--- config.mk ---
export PLATFORM = sky130hd
export DESIGN_NAME = clk_period_meter
export DESIGN_NICKNAME = d
export VERILOG_FILES = /design/src/rtl/clk_meas_pkg.sv /design/src/rtl/sync_edge_detect.sv /design/src/rtl/clk_period_meter.sv
export SDC_FILE = /design/constraint.sdc
export NUM_CORES = 1
export LEC_CHECK = 0
export CAP_MARGIN = 20
export CORE_MARGIN = 1
export CORE_UTILIZATION = 50
export DETAILED_ROUTE_END_ITERATION = 6
export DONT_BUFFER_PORTS = 1
export REMOVE_ABC_BUFFERS = 1
export SYNTH_ARGS = -nofsm -noshare
export SYNTH_HDL_FRONTEND = slang
export SYNTH_SLANG_ARGS = --single-unit
--- constraint.sdc ---
create_clock -name clk -period 4 [get_ports clk]
set_input_delay 1 -clock clk [delete_from_list [all_inputs] [get_ports clk]]
set_output_delay 1 -clock clk [all_outputs]
set_load 0.05 [all_outputs]
--- src/rtl/clk_meas_pkg.sv ---
// Shared types and defaults for the clock period meter.
package clk_meas_pkg;

   localparam int CNT_W_DEF = 32;

   typedef enum logic {
      SEEK = 1'b0,
      RUN  = 1'b1
   } meas_state_e;

endpackage

--- src/rtl/sync_edge_detect.sv ---
// Synchronizes an asynchronous level into the clk domain and flags its edges
// using one history flop behind the synchronizer chain.
module sync_edge_detect #(
   parameter int SYNC_STAGES = 2
) (
   input  logic clk,
   input  logic rst,
   input  logic d_async,
   output logic level,
   output logic rise,
   output logic fall
);

   logic [SYNC_STAGES-1:0] sync_q;
   logic                   hist_q;

   // synchronizer chain plus one history stage for edge detection
   always_ff @(posedge clk) begin
      if (rst) begin
         sync_q <= '0;
         hist_q <= 1'b0;
      end else begin
         sync_q <= {sync_q[SYNC_STAGES-2:0], d_async};
         hist_q <= sync_q[SYNC_STAGES-1];
      end
   end

   // edge flags compare the synced level against its previous value
   always_comb begin
      level = sync_q[SYNC_STAGES-1];
      rise  = level & ~hist_q;
      fall  = ~level & hist_q;
   end

endmodule

--- src/rtl/clk_period_meter.sv ---
// Measures period and high time of a slow asynchronous square wave in clk
// cycles, with lock tracking and loss-of-signal detection.
//
// state | meaning
// SEEK  | idle, counter held at 0, waiting for a rising edge to start
// RUN   | counting cycles since the last rising edge
module clk_period_meter
   import clk_meas_pkg::*;
#(
   parameter int          CNT_W       = CNT_W_DEF,
   parameter int unsigned TIMEOUT     = 2_000_000,
   parameter int          SYNC_STAGES = 2
) (
   input  logic             clk,
   input  logic             rst,
   input  logic             en,
   input  logic             sig_in,
   output logic [CNT_W-1:0] period,
   output logic [CNT_W-1:0] high_time,
   output logic             meas_valid,
   output logic             locked,
   output logic             timeout
);

   // The loss-of-signal timer runs down from TIMEOUT-1 alongside the
   // measurement counter, so reaching zero coincides with cnt == TIMEOUT.
   localparam logic [CNT_W-1:0] TMR_LOAD = CNT_W'(TIMEOUT - 1);

   logic sig_rise;
   logic sig_fall;
   logic sig_level_unused;   // the synced level itself is not needed here

   meas_state_e      state_q, state_d;
   logic [CNT_W-1:0] cnt_q, cnt_d;
   logic [CNT_W-1:0] tmr_q, tmr_d;
   logic [CNT_W-1:0] hi_lat_q, hi_lat_d;
   logic [CNT_W-1:0] period_q, period_d;
   logic [CNT_W-1:0] high_q, high_d;
   logic             mv_q, mv_d;
   logic             locked_q, locked_d;
   logic             to_q, to_d;

   sync_edge_detect #(
      .SYNC_STAGES (SYNC_STAGES)
   ) u_sync (
      .clk     (clk),
      .rst     (rst),
      .d_async (sig_in),
      .level   (sig_level_unused),
      .rise    (sig_rise),
      .fall    (sig_fall)
   );

   // state, counters and output registers
   always_ff @(posedge clk) begin
      if (rst) begin
         state_q  <= SEEK;
         cnt_q    <= '0;
         tmr_q    <= '0;
         hi_lat_q <= '0;
         period_q <= '0;
         high_q   <= '0;
         mv_q     <= 1'b0;
         locked_q <= 1'b0;
         to_q     <= 1'b0;
      end else begin
         state_q  <= state_d;
         cnt_q    <= cnt_d;
         tmr_q    <= tmr_d;
         hi_lat_q <= hi_lat_d;
         period_q <= period_d;
         high_q   <= high_d;
         mv_q     <= mv_d;
         locked_q <= locked_d;
         to_q     <= to_d;
      end
   end

   // next-state and measurement logic; rise beats timeout in the same cycle
   always_comb begin
      state_d  = state_q;
      cnt_d    = cnt_q;
      tmr_d    = tmr_q;
      hi_lat_d = hi_lat_q;
      period_d = period_q;
      high_d   = high_q;
      mv_d     = 1'b0;
      locked_d = locked_q;
      to_d     = 1'b0;

      if (!en) begin
         state_d  = SEEK;
         cnt_d    = '0;
         locked_d = 1'b0;
      end else begin
         case (state_q)
            SEEK: begin
               cnt_d = '0;
               if (sig_rise) begin
                  cnt_d    = CNT_W'(1);
                  tmr_d    = TMR_LOAD;
                  hi_lat_d = '0;
                  state_d  = RUN;
               end
            end
            RUN: begin
               cnt_d = cnt_q + CNT_W'(1);
               tmr_d = tmr_q - CNT_W'(1);
               if (sig_fall) begin
                  hi_lat_d = cnt_q;
               end
               if (sig_rise) begin
                  period_d = cnt_q;
                  high_d   = hi_lat_q;
                  mv_d     = 1'b1;
                  locked_d = 1'b1;
                  cnt_d    = CNT_W'(1);
                  tmr_d    = TMR_LOAD;
               end else if (tmr_q == '0) begin
                  to_d     = 1'b1;
                  locked_d = 1'b0;
                  cnt_d    = '0;
                  state_d  = SEEK;
               end
            end
            default: begin
               state_d = SEEK;
               cnt_d   = '0;
            end
         endcase
      end
   end

   assign period     = period_q;
   assign high_time  = high_q;
   assign meas_valid = mv_q;
   assign locked     = locked_q;
   assign timeout    = to_q;

endmodule

==> run_results.csv <==
group,metric,value,unit
clocking,cts.sinks,167,
clocking,post_cts_buffers,0,
sta,period_share,70.78,%
global_routing,antenna_found_initial,0,
pwr,powerDensity,452.9,nW/um2
global_routing,grt_max_degree,124,
floorplan,die_y,117.6,um
pwr,p_int,2.565,mW
routing,firstDrtPassIters,4,
setup_path,crit_required,4.26,ns
synthesis,synth.ff_latch_count,167,
clocking,numCtsBuffers,17,
run,maxCapViolCount,0,
finish,fill_cells,1240,
floorplan,fp.dieArea,13830,um2
setup_path,crit_path_start_kind,"flop",
floorplan,pin_count,71,
clocking,insertion_delay,0.42,ns
sta,slew_headroom,33.00,%
synthesis,ys_seq_area_share,50.02,%
setup_path,critPathKind,"flop to flop",
finish,design_area,7289,um2
routing,drcViolationCount,0,
routing,top_layer_used,"met4",
place,dpl_cell_area,6726,um2
setup_path,crit_path_end_kind,"flop",
pwr,power.switching,0.7363,mW
clocking,cts_tree,"done",
place,dpl.hpwl,9.417,mm
finish,layout_common_cells,"167 x dfxtp_1, 158 x nand2_1, 119 x a21oi_1, 81 x nor2_1, 27 x and3_1",
floorplan,core-area,12820,um2
synthesis,synth.cell_area,6684,um2
clocking,clk_transition_reported_paths,0.06,ns
synthesis,async_reset_ff_share,0,%
place,gp_congestion,0.8015,
finish,drive_above_1_share,5.824,%
sta,period_needed,2.831,ns
place,port_buffers,0,
sta,tightest_slew,1.003,ns
floorplan,start_util,52.12,%
finish,nets,801,
pwr,combPwrFrac,3.5,%
routing,wl_met2,6.683,mm
global_routing,grt_pass1_vias,5068,
routing,drt_iter0_markers,372,
setup_path,cp.arrival,3.10,ns
finish,multi_input_area,3093,um2
pwr,ir_worst_vdd,0.3208,mV
global_routing,grt_pass1_wl,24.75,mm
routing,wl_met3,647,um
finish,regArea,3343,um2
routing,ant_nets,0,
clocking,cts_resized,0,
finish,num_antenna_cells,0,
hold_path,whs_path_depth,1,
routing,met1_length,7.181,mm
synthesis,yosys_warnings,0,
floorplan,placement_rows,41,
pwr,swShare,22.30,%
clocking,root_buffer,"clkbuf_16",
sta,fin_worst_skew,0.006478,ns
global_routing,grt-ovfl-total,0,
pwr,leakagePower,2.480,nW
setup_path,r2r_cells,5,
setup_path,path_max_fanout,30,
global_routing,grt_use_total,21.88,%
synthesis,synth_cell_type_count,45,
finish,synthToLayoutAreaGrowth,9.060,%
hold_path,hold_path.class,"flop to flop",
sta,report.final.setup_viol,0,
sta,fmax,0.3532,GHz
routing,wirelength,14.71,mm
synthesis,synth-edff-count,0,
routing,wl_per_cell,15.02,um
sta,totalNegativeSetupSlack,0,ns
sta,maxSlewViolCount,0,
sta,rsz0062_at_grt,"false",
clocking,ctsHtreeMaxLevel,4,
clocking,hold_buffers,0,
pwr,clock_power_share,45.5,%
routing,routed_via_density,5.510,
outcome,outcome,"complete, no violations",
synthesis,synth_cells,825,
sta,hold_viol,0,
finish,final_common_cell,"dfxtp_1",
synthesis,synth.avg_cell_area,8.102,um2
clocking,cts_max_path_buffers,2,
routing,vias,5394,
synthesis,ys.flop_type,"dfxtp_1",
floorplan,die_x,117.6,um
pwr,seqPwrFrac,51.0,%
[cell type report]
class / count / area share (%)
inverter: 14 / 0.7209
clock inverter: 12 / 1.459
clock buffer: 20 / 5.990
sequential: 167 / 45.86
timing repair buffer: 4 / 0.5836
multi-input combinational: 590 / 42.43
tap: 172 / 2.952
[stage by stage]
| stage | instances | power [mW] | util (%) | hold WS [ns] | worst slack, ns |
|---|---|---|---|---|---|
| 6_report | 979 | 3.301 | 56.84 | 0.4527 | 1.169 |
| 5_1_grt | 979 | 3.413 | 56.84 | 0.4566 | 0.9120 |
| 4_1_cts | 978 | 3.329 | 56.68 | 0.4460 | 1.156 |
| 3_5_place_dp | 946 | 1.834 | 52.45 | 0.4402 | 1.128 |
| 3_3_place_gp | 946 | 1.832 | 52.45 | 0.4346 | 1.228 |
| 2_1_floorplan | 771 | 1.805 | - | 0.4138 | 0.6094 |
[cell usage after synthesis (5+ instances only)]
cell	count	area (um2)
nor4_1	9	56.30
nor2_1	82	307.8
a31oi_1	7	43.79
or3_1	9	56.30
inv_1	14	52.55
o21ai_0	16	80.08
nor3_1	25	125.1
or4_1	8	60.06
clkbuf_1	45	168.9
a21oi_1	119	595.6
xnor2_1	25	219.0
buf_2	5	25.02
and3_1	27	168.9
dfxtp_1	167	3343
nand2_1	159	596.8
xor2_1	15	131.4
nand3_1	24	120.1
nand4_1	15	93.84
[kinds of logic (layout without fill, tap and decap cells)]
family / Yosys count / in the layout / synth area share, %
AOI/OAI and AO/OA: 157 / 157 / 12.64
xor gates and xnor gates: 40 / 40 / 5.242
adders and majority gates: 3 / 3 / 0.5616
buffers and inverters: 68 / 50 / 3.912
DFF: 167 / 167 / 50.02
muxes: 2 / 2 / 0.2995
and+or+nand+nor: 388 / 388 / 27.33
[registers in the layout, summed over array words and instances (netlist names)]
register and cells:
state_q 1, hi_lat_q 32, meas_valid 1, cnt_q 32, period 32, u_sync.hist_q 1
high_time 32, tmr_q 32, timeout 1, u_sync.sync_q 2, locked 1
[power groups by stage]
| stage | sequential [mW] | combinational [mW] | clock, mW |
|---|---|---|---|
| finish | 1.68 | 0.115 | 1.50 |
| global route | 1.69 | 0.128 | 1.60 |
| CTS | 1.68 | 0.114 | 1.53 |
| detailed placement | 1.72 | 0.113 | 0 |
| global placement | 1.72 | 0.111 | 0 |
| floorplan | 1.72 | 0.0846 | 0 |
[worst max-delay path: stages, from the launching register on]
cell      delay, ns
dfxtp_1        0.34
or4_1          0.67
and4bb_2       0.44
nand4_1        0.26
nand2_1        0.83
nor2_1         0.12
[metal layers]
layer	track usage [%]	vias to the layer above
met2	35.18	103
met5	0	-
met4	6.731	0
li1	-	2745
met3	5.087	16
met1	29.06	2530
[worst paths after layout]
| check | startpoint | to | slack (ns) |
|---|---|---|---|
| setup / recovery | tmr_q[11] | cnt_q[22] | 1.17 |
| setup reg to reg | tmr_q[11] | cnt_q[22] | 1.17 |
| hold reg to reg | u_sync.sync_q[0] | u_sync.sync_q[1] | 0.45 |
| hold / removal | u_sync.sync_q[0] | u_sync.sync_q[1] | 0.45 |
(Power assumes the default switching activity.)
